===== src/rtl/mem_pkg.sv =====
// Shared size codes, FSM encoding and latched-request layout for the memory access path.
package mem_pkg;

    localparam logic [1:0] SZ_BYTE = 2'b00;
    localparam logic [1:0] SZ_HALF = 2'b01;
    localparam logic [1:0] SZ_WORD = 2'b10;

    localparam int NUM_LANES = 4;
    localparam int VEC_W     = 8;

    typedef enum logic [2:0] {
        IDLE = 3'd0,
        RD   = 3'd1,
        WR   = 3'd2,
        DONE = 3'd3,
        ERR  = 3'd4
    } state_t;

    typedef struct packed {
        logic        we;
        logic [1:0]  size;
        logic        sign;
        logic [31:0] addr;
        logic [31:0] wdata;
    } acc_t;

    // Accesses that must be rejected without touching memory.
    function automatic logic bad_access(input logic [1:0] size, input logic [1:0] a);
        logic bad;
        case (size)
            SZ_BYTE: bad = 1'b0;
            SZ_HALF: bad = a[0];
            SZ_WORD: bad = (a != 2'b00);
            default: bad = 1'b1;
        endcase
        return bad;
    endfunction

endpackage


===== src/rtl/mem_lane.sv =====
// Byte-lane steering: merges sub-word store data into a word and extracts/extends load data.
module mem_lane
    import mem_pkg::*;
#(
    parameter bit LITTLE = 1'b1
) (
    input  logic [31:0] word,
    input  logic [1:0]  addr,
    input  logic [1:0]  size,
    input  logic        sign,
    input  logic [31:0] wdata,
    output logic [31:0] merged,
    output logic [31:0] ext
);

    // wb[i] is the byte at address offset i, independent of byte order.
    logic [NUM_LANES-1:0][VEC_W-1:0] wb;
    logic [7:0]  b;
    logic [15:0] h;

    genvar i;
    generate
        for (i = 0; i < NUM_LANES; i++) begin : g_lane
            localparam int         P  = LITTLE ? i : NUM_LANES - 1 - i;
            localparam logic [1:0] A  = 2'(i);
            localparam bit         HI = (A[0] == LITTLE);

            logic       en;
            logic [7:0] sb;

            assign wb[i] = word[VEC_W*P +: VEC_W];

            always_comb begin
                en = 1'b1;
                sb = wdata[VEC_W*P +: VEC_W];
                case (size)
                    SZ_BYTE: begin
                        en = (addr == A);
                        sb = wdata[7:0];
                    end
                    SZ_HALF: begin
                        en = (addr[1] == A[1]);
                        sb = HI ? wdata[15:8] : wdata[7:0];
                    end
                    default: ;
                endcase
            end

            assign merged[VEC_W*P +: VEC_W] = en ? sb : wb[i];
        end
    endgenerate

    always_comb begin
        b = wb[addr];
        if (LITTLE)
            h = {wb[{addr[1], 1'b1}], wb[{addr[1], 1'b0}]};
        else
            h = {wb[{addr[1], 1'b0}], wb[{addr[1], 1'b1}]};
    end

    always_comb begin
        ext = word;
        case (size)
            SZ_BYTE: ext = {{24{sign & b[7]}}, b};
            SZ_HALF: ext = {{16{sign & h[15]}}, h};
            default: ;
        endcase
    end

endmodule


===== src/rtl/mem_access_unit.sv =====
// Load/store sequencer: read-modify-write for sub-word stores, extending loads, ack watchdog.
module mem_access_unit
    import mem_pkg::*;
#(
    parameter int TIMEOUT = 255,
    parameter bit LITTLE  = 1'b1
) (
    input  logic        clk,
    input  logic        rst,
    input  logic        req,
    input  logic        we,
    input  logic [1:0]  size,
    input  logic        sign,
    input  logic [31:0] addr,
    input  logic [31:0] wdata,
    output logic        busy,
    output logic        done,
    output logic        err,
    output logic [31:0] rdata,
    output logic        mem_req,
    output logic        mem_we,
    output logic [31:0] mem_addr,
    output logic [31:0] mem_wdata,
    input  logic [31:0] mem_rdata,
    input  logic        mem_ack
);

    localparam int CW = (TIMEOUT > 0) ? $clog2(TIMEOUT + 1) : 1;

    state_t        state, state_nxt;
    acc_t          cur;
    logic [31:0]   rword;
    logic [CW-1:0] wdog;
    logic          tmo;
    logic [31:0]   lane_word, lane_merged, lane_ext;

    // In RD the lane sees the live read word so the load result is ready on the ack edge.
    assign lane_word = (state == RD) ? mem_rdata : rword;

    mem_lane #(.LITTLE(LITTLE)) u_lane (
        .word   (lane_word),
        .addr   (cur.addr[1:0]),
        .size   (cur.size),
        .sign   (cur.sign),
        .wdata  (cur.wdata),
        .merged (lane_merged),
        .ext    (lane_ext)
    );

    assign tmo = (TIMEOUT != 0) && (wdog == CW'(TIMEOUT - 1));

    always_comb begin
        state_nxt = state;
        case (state)
            IDLE: begin
                if (req) begin
                    if (bad_access(size, addr[1:0]))
                        state_nxt = ERR;
                    else if (we && size == SZ_WORD)
                        state_nxt = WR;
                    else
                        state_nxt = RD;
                end
            end
            RD: begin
                if (mem_ack)
                    state_nxt = cur.we ? WR : DONE;
                else if (tmo)
                    state_nxt = ERR;
            end
            WR: begin
                if (mem_ack)
                    state_nxt = DONE;
                else if (tmo)
                    state_nxt = ERR;
            end
            DONE:    state_nxt = IDLE;
            ERR:     state_nxt = IDLE;
            default: state_nxt = IDLE;
        endcase
    end

    always_ff @(posedge clk) begin
        if (!rst) begin
            state <= IDLE;
            cur   <= '0;
            rword <= '0;
            rdata <= '0;
            wdog  <= '0;
        end else begin
            state <= state_nxt;
            if (state == IDLE && req)
                cur <= '{we: we, size: size, sign: sign, addr: addr, wdata: wdata};
            if (state == RD && mem_ack) begin
                rword <= mem_rdata;
                if (!cur.we)
                    rdata <= lane_ext;
            end
            // Each memory phase gets a fresh budget, including the RD->WR hop.
            if (state_nxt != state)
                wdog <= '0;
            else if ((state == RD || state == WR) && !mem_ack)
                wdog <= wdog + CW'(1);
        end
    end

    assign busy      = (state != IDLE);
    assign done      = (state == DONE) || (state == ERR);
    assign err       = (state == ERR);
    assign mem_req   = (state == RD) || (state == WR);
    assign mem_we    = (state == WR);
    assign mem_addr  = {cur.addr[31:2], 2'b00};
    assign mem_wdata = lane_merged;

endmodule


===== config.mk =====
export PLATFORM = sky130hd
export DESIGN_NAME = mem_access_unit
export DESIGN_NICKNAME = d
export VERILOG_FILES = /design/src/rtl/mem_pkg.sv /design/src/rtl/mem_lane.sv /design/src/rtl/mem_access_unit.sv
export SDC_FILE = /design/constraint.sdc
export NUM_CORES = 1
export LEC_CHECK = 0
export CAP_MARGIN = 15
export CELL_PAD_IN_SITES_DETAIL_PLACEMENT = 0
export CELL_PAD_IN_SITES_GLOBAL_PLACEMENT = 2
export CORE_MARGIN = 8
export CORE_UTILIZATION = 31
export CTS_CLUSTER_SIZE = 14
export DETAILED_ROUTE_END_ITERATION = 10
export HOLD_SLACK_MARGIN = 0.15
export PLACE_DENSITY_LB_ADDON = 0.15
export REMOVE_ABC_BUFFERS = 1
export SLEW_MARGIN = 5
export SYNTH_ARGS = -nofsm -noshare
export SYNTH_HDL_FRONTEND = slang
export SYNTH_HIERARCHICAL = 1
export SYNTH_SLANG_ARGS = --single-unit

===== constraint.sdc =====
create_clock -name clk -period 4.3 [get_ports clk]
set_input_delay 0.86 -clock clk [delete_from_list [all_inputs] [get_ports clk]]
set_output_delay 0.86 -clock clk [all_outputs]
set_load 0.02 [all_outputs]

Yosys cells after proc, flatten, opt, wreduce, memory -nomap -nowiden
Cells that the tools add are included.
- add/sub/neg operators: 1
- $mul: 0
- divide/modulo/power cells: 0
- order comparisons: 3
- equality and inequality tests: 12
- shift operators: 0
- muxes and demuxes: 30
- bitwise logic cells: 5
- reductions and logical operators: 16
- operators by type and width (cell ; number):
    $mux W8 ; 11
    $pmux W32 S2 ; 1
    $mux W32 ; 1
    $bmux W8 S2 ; 1
    $pmux W8 S2 ; 1
    $mux W3 ; 5
    $lt A2 B3 Y1 const B ; 3
    $pmux W3 S3 ; 1
    $add A8 B1 Y8 const B ; 1
    $eq A8 B8 Y1 const B ; 1
    $pmux W1 S2 ; 4
    $eq A2 B1 Y1 const B ; 3
    $eq A2 B2 Y1 const B ; 3
    $eq A3 B2 Y1 const B ; 2
    $logic_not A2 Y1 ; 3
    $logic_and A1 B1 Y1 ; 4
    $reduce_or A2 Y1 ; 2
    $eq A3 B1 Y1 const B ; 1
    $eq A3 B3 Y1 const B ; 1
    $logic_not A3 Y1 ; 1
    $mux W1 ; 3
    $ne A3 B3 Y1 ; 1
    $not A1 Y1 ; 3
    $pmux W1 S3 ; 1
    7 further kinds ; 9
- bits in registers: 143
- latch bits: 0
- RAM bits: 0
- ROM bits: 0
- input bits: 104
- output and inout port bits: 101
- word-level logic and storage cells: 76
- memories kept: 0

Logic depth before layout (Yosys ltp)
Gate-level depths: netlist of the first run.
- word-level depth: 9
- depth in mapped cells: 10
- gate-level depth less buffers: 7

By module
The synthesis of the first run kept the hierarchy.
- by module, submodules not included (module ; times used ; cells an instance ; area each (µm²) ; seq. area each (µm²)):
    mem_access_unit ; 1 ; 726 ; 6184.7 ; 2862.7
    mem_lane ; 1 ; 203 ; 1579.0 ; 0.0

Worst setup path before layout of the first run
Ideal clock, no wire load.
- path type: register to output
- start: reg state[1]
- end: out mem_wdata[23]
- data arrival time: 1.800 ns
- required time: 3.440 ns
- path slack: 1.640 ns
- cell stages (with the launch flop): 6
- path buffers: 2
- cell sequence: dfxtp_1 buf_4 nor3b_4 clkbuf_1 mux2_2 mux2_2
- word-level cells in the longest chain between the ends: 3
- RTL lines (what ; RTL line ; RTL):
    start: declaration ; mem_access_unit.sv:30 ; state_t state, state_nxt;
    start signal: assignment ; mem_access_unit.sv:91 ; state <= state_nxt;
    $eq A3 B1 Y1 ; mem_access_unit.sv:38 ; assign lane_word = (state == RD) ? mem_rdata : rword;
    $mux W32 ; mem_access_unit.sv:38 ;
    net lane_word[23] ; mem_access_unit.sv:35 ; logic [31:0] lane_word, lane_merged, lane_ext;
    $mux W8 ; mem_lane.sv:49 ; assign merged[VEC_W*P +: VEC_W] = en ? sb : wb[i];
    end: declaration ; mem_access_unit.sv:23 ; output logic [31:0] mem_wdata,
The timed path passes the listed nets, and every way through them passes these cells.

Final worst setup path of the first run
- start: reg state[0]
- end: out mem_wdata[11]
The elaborated chain is that of the path after synthesis.

==> results of run 1 <==
## cell families after synthesis
group	after synthesis
AOI/OAI and AO/OA	210
xor gates and xnor gates	8
adders and majority gates	2
buffers and inverters	105
DFF	143
muxes	97
other	1
and+or+nand+nor	363
## report_power, final
part	internal, W	total [W]	switching [W]
registers	0.00139	0.00144	0.0000506
logic	0.000391	0.000849	0.000459
clock network	0.000925	0.00157	0.000644
total	0.00271	0.00386	0.00115
## through the flow
stage	cells	instance area [um2]	power, W
after global routing	1409	10300	0.00404
after CTS	1409	10300	0.00392
final	1409	10300	0.00386
after floorplan	830	7190	0.00192
after global placement	1377	9740	0.00233
after detailed placement	1377	9740	0.00233
## final cells by class
| class | count | area [um2] | area share (%) |
|---|---|---|---|
| timing repair buffer | 217 | 2130 | 20.6 |
| tap | 330 | 413 | 3.99 |
| multi-input combinational | 682 | 4310 | 41.7 |
| clock inverter | 14 | 180 | 1.74 |
| inverter | 5 | 18.8 | 0.181 |
| sequential | 143 | 2860 | 27.7 |
| clock buffer | 18 | 429 | 4.15 |
## placed cells by master, fill, tap and decap left out, types with 7 or more instances in the layout
cell and n:
nand3_1 13, mux2_4 8, nor2_1 17, buf_4 16, dfxtp_1 142, mux2_2 73, clkbuf_16 17, o21ai_0 18
nand2_1 285, a221o_1 7, nor2b_1 9, and3b_1 9, a21oi_1 34, clkdlybuf4s50_1 201, mux2i_1 15, a21boi_0 114
a21boi_1 18
## metal layers
layer / global-route usage [%] / vias up / wire length, um
met3: 6.14 / 16 / 1970
met1: 22.8 / 3053 / 12500
met5: 0 / - / 0
li1: - / 3379 / -
met4: 4.42 / 0 / 291
met2: 26.9 / 178 / 11600
## state kept, by name (all words and copies together) (netlist names)
name      cells
rdata        32
mem_addr     30
rword        32
cur          38
state         3
wdog          8
## worst max-delay path, cell delays in order, from the launching register on
cell,delay [ps]
dfxtp_1,600
nor3b_4,290
buf_4,470
mux2_2,440
mux2_2,270
clkdlybuf4s50_1,590
## final timing paths
path | endpoint | cells after the start
setup reg to reg | rdata[9]$_SDFFE_PN0P_ | 8
hold / removal | mem_addr[6]$_SDFFE_PN0P_ | 2
hold reg to reg | mem_addr[6]$_SDFFE_PN0P_ | 2
setup / recovery | mem_wdata[11] | 5
==> out/metrics.cfg, run 1 <==
[outcome]
outcome = complete, no violations

[global_route]
grt_max_degree = 69
grt_pass1_vias = 6812
grt-ovfl-total = 0
grt_usage_pct = 17.5
antenna_found_initial = 0
grt_pass1_wl_um = 41900

[sta]
drv_slew = 0
period_minus_slack_ps = 3960
hold_violations = 0
slew_headroom_pct = 47.2
fin_worst_skew_ps = 10.9
setup_tns_ps = 0
rsz0062_at_grt = false
max_freq_ghz = 0.252
layout_setup_ws_ps = 337
worstMarginPinSlew_ps = 791
setup_viol = 0
min_period_over_period_pct = 92.2
whs_ps = 453

[clock_tree]
clk_path_buf_depth = 2
cts_sinks = 143
cts.reportedPaths.clkPinSlew_ps = 70
cts-hold-fix-buffers = 0
clkLatencyLatePin_ps = 420
cts-root-buf = clkbuf_16
cts_buffers = 17
cts_tree = done
cts_resized = 0
cts_setup_buffers = 0
htreeDepth = 4

[synth]
muxShareOfSynthArea_pct = 14.4
synth_top_family_by_area = simple AND/OR/NAND/NOR gates
yosys_warnings = 6
ys_async_sr_fraction_pct = 0
yosys_most_used_dff = dfxtp_1
ys_ff_latch = 143
synth_edf_count = 0
synth-seq-area-share_pct = 36.9
yosys.area.top_type = dfxtp_1
avgSynthCellArea_um2 = 8.36
synth_area_leaders = dfxtp_1 (37%), nand2_1 (14%), a21boi_0 (11%), mux2_2 (11%), buf_4 (3.6%)
syn_inst = 929
synthTopCellsByCount = nand2_1 (285), dfxtp_1 (143), a21boi_0 (114)
synthSimpleGateAreaFrac_pct = 20.5
synth-xor-area-share_pct = 0.902
yosysMostFrequentCell = nand2_1
netlist.area_leader.share_pct = 36.9
synth_fa_ha_area_share_pct = 0.322
synth-compound-area-share_pct = 19.3
synthesis.area_mm2 = 0.00776
synthDistinctLibCells = 57

[run]
maxCapViolCount = 0

[setup_path]
cp_max_fo = 34
r2r-start = state[0]$_SDFF_PN0_
critPathLaunchType = register
required_ps = 3440
path_class = reg -> out
crit_arrival_ps = 3100
cp-startpoint = state[0]$_SDFF_PN0_
r2r_slack_ps = 1060
critPathCaptureType = output port

[cells_and_area]
antenna_cells = 0
post-route-util_pct = 41.6
area_growth_pct = 33.3
nFillCells = 2564
layout.nets = 1172
drive_above_1_share_pct = 13.6

[routing]
drc = 0
drtIter0Drc = 308
dr.pass1.iters = 6
vias_per_cell = 4.70
drtAntennaViolNets = 0
wire_per_inst_um = 18.7
routed_wl_um = 26300
route.vias.total = 6626

[pwr]
peakVddDrop_mv = 0.240
total_leakage_power_nw = 3.71
powerDensity_mw_per_mm2 = 373

[placed_design]
routabilityCongestion = 0.760
post-place-ws_ps = 775
dp_hpwl_um = 18700
io_buffers = 202

[floorplanning]
initial_core_util_pct = 31.2
core_area_mm2 = 0.0249
die_area_mm2 = 0.0304
die_x_um = 174
die_y_um = 174
rows = 58
ios = 205

[min_path]
hp-class = reg -> reg
min-delay-start = mem_addr[6]$_SDFFE_PN0P_

No activity file was read; power rests on OpenSTA's default activity.
==> inputs of run 2 (changes only) <==
--- a/config.mk
+++ b/config.mk
@@ -13,6 +13,7 @@
 export CTS_CLUSTER_SIZE = 14
 export DETAILED_ROUTE_END_ITERATION = 10
 export HOLD_SLACK_MARGIN = 0.15
+export MAX_ROUTING_LAYER = met4
 export PLACE_DENSITY_LB_ADDON = 0.15
 export REMOVE_ABC_BUFFERS = 1
 export SLEW_MARGIN = 5
==> run 2 against run 1 <==
  * Clock skew about the same
  * Final cell count unchanged
  * Global-route usage up 0.50 points
  * Worst hold slack about the same
  * Die area unchanged
  * Critical path type unchanged
  * Highest routed layer unchanged
==> out/metrics.cfg, run 2 (synthesis gave the netlist of run 1 again) <==
[clock_tree]
cts.reportedPaths.clkPinSlew_ps = 70
cts_setup_buffers = 0
cts_resized = 0
cts-root-buf = clkbuf_16
clk_path_buf_depth = 2
cts_buffers = 17
htreeDepth = 4
cts-hold-fix-buffers = 0
cts_sinks = 143
clkLatencyLatePin_ps = 420
cts_tree = done

[floorplanning]
initial_core_util_pct = 31.2
rows = 58
die_x_um = 174
ios = 205
die_area_mm2 = 0.0304
core_area_mm2 = 0.0249
die_y_um = 174

[global_route]
antenna_found_initial = 0
grt_pass1_wl_um = 41800
grt_usage_pct = 18.0
grt_max_degree = 69
grt-ovfl-total = 0
grt_pass1_vias = 6850

[placed_design]
placed_cell_area_mm2 = 0.00974
routabilityCongestion = 0.770
dp_cells = 1377
io_buffers = 202
dp_hpwl_um = 18700

[routing]
drtIter0Drc = 354
routed_wl_um = 26300
vias_per_cell = 4.71
dr.pass1.iters = 5
drtAntennaViolNets = 0
drc = 0
route.vias.total = 6630
wire_per_inst_um = 18.7

[cells_and_area]
fin_area_mm2 = 0.0103
largestRegisters = cur: 38 flops, rdata: 32 flops, rword: 32 flops
seq_area_mm2 = 0.00286
mostFrequentLayoutCells = nand2_1 (285), clkdlybuf4s50_1 (201), dfxtp_1 (142), a21boi_0 (114), mux2_2 (73)
multiInputGateArea_mm2 = 0.00431
area_growth_pct = 33.3
antenna_cells = 0
largest_reg_flops = 38
drive_above_1_share_pct = 13.6
final_common_cell = nand2_1
stdcell_count = 1409
nFillCells = 2564
top_register = cur
layout.nets = 1172

[sta]
slew_headroom_pct = 47.4
drv_slew = 0
min_period_over_period_pct = 92.3
rsz0062_at_grt = false
fin_worst_skew_ps = 10.8
setup_tns_ps = 0
hold_violations = 0
max_freq_ghz = 0.252
worstMarginPinSlew_ps = 789
setup_viol = 0
period_minus_slack_ps = 3970

[outcome]
outcome = complete, no violations

[run]
maxCapViolCount = 0

[setup_path]
cpMostUsedCell = mux2_2
cp_slowest_stage_delay_ps = 600
critPathLaunchType = register
path_class = reg -> out
critical-path-slowest-cell = dfxtp_1
crit_arrival_ps = 3110
required_ps = 3440
cp_max_fo = 34
critPathCaptureType = output port
reg2regPathDepth = 8
crit_path_cell_trace = nor3b_4 > buf_4 > mux2_2 > mux2_2 > clkdlybuf4s50_1

[pwr]
swShare_pct = 29.8
peakVddDrop_mv = 0.239
total_leakage_power_nw = 3.71
power_frac_comb_pct = 22.0
p_int_w = 0.00271
pwr-share-seq_pct = 37.4
powerDensity_mw_per_mm2 = 373
p_switching_w = 0.00115
clkPwrFrac_pct = 40.6

[min_path]
whs_path_depth = 2
hp-class = reg -> reg

run 2: cell counts in the layout (fill, tap and decap cells not counted):
Identical to the previous run, type by type.
run 2: power groups by stage:
stage	Combinational (W)	Clock, W	Sequential, W
5_1_grt	0.000923	0.00167	0.00145
3_3_place_gp	0.000862	0	0.00147
6_report	0.000848	0.00157	0.00144
3_5_place_dp	0.000860	0	0.00147
2_1_floorplan	0.000412	0	0.00150
4_1_cts	0.000864	0.00161	0.00144
run 2: final timing paths:
kind | from | end | slack, ps
hold reg to reg | mem_addr[6]$_SDFFE_PN0P_ | mem_addr[6]$_SDFFE_PN0P_ | 450
hold / removal | mem_addr[6]$_SDFFE_PN0P_ | mem_addr[6]$_SDFFE_PN0P_ | 450
setup reg to reg | state[0]$_SDFF_PN0_ | rdata[9]$_SDFFE_PN0P_ | 1060
setup / recovery | state[0]$_SDFF_PN0_ | mem_wdata[11] | 330
run 2: layout make-up:
class	instances	share of cell area, %
flip-flops and latches	143	27.7
clock inverters	14	1.74
inverters	5	0.181
clock buffers	18	4.15
multi-input cells	682	41.7
repair buffers	217	20.6
well taps	330	3.99
run 2: critical path, delay by kind of cell (launching register included):
| family | cells | cell delay [ps] |
|---|---|---|
| DFF | 1 | 600 |
| muxes | 2 | 710 |
| buffers and inverters | 2 | 1070 |
| and+or+nand+nor | 1 | 290 |
run 2: layer usage:
metal / track usage [%] / part of all wire [%]
met1: 23.1 / 48
met3: 5.68 / 7.1
met2: 27.0 / 44
met5: - / 0
met4: 4.42 / 1.1
run 2: metrics by stage:
stage / hold slack [ps] / setup slack, ps / power [W] / utilization, %
floorplan: 440 / 676 / 0.00192 / -
global placement: 442 / 837 / 0.00233 / 39.1
detailed placement: 449 / 775 / 0.00233 / 39.1
CTS: 457 / 312 / 0.00392 / 41.6
global route: 479 / 175 / 0.00404 / 41.6
finish: 453 / 330 / 0.00386 / 41.6
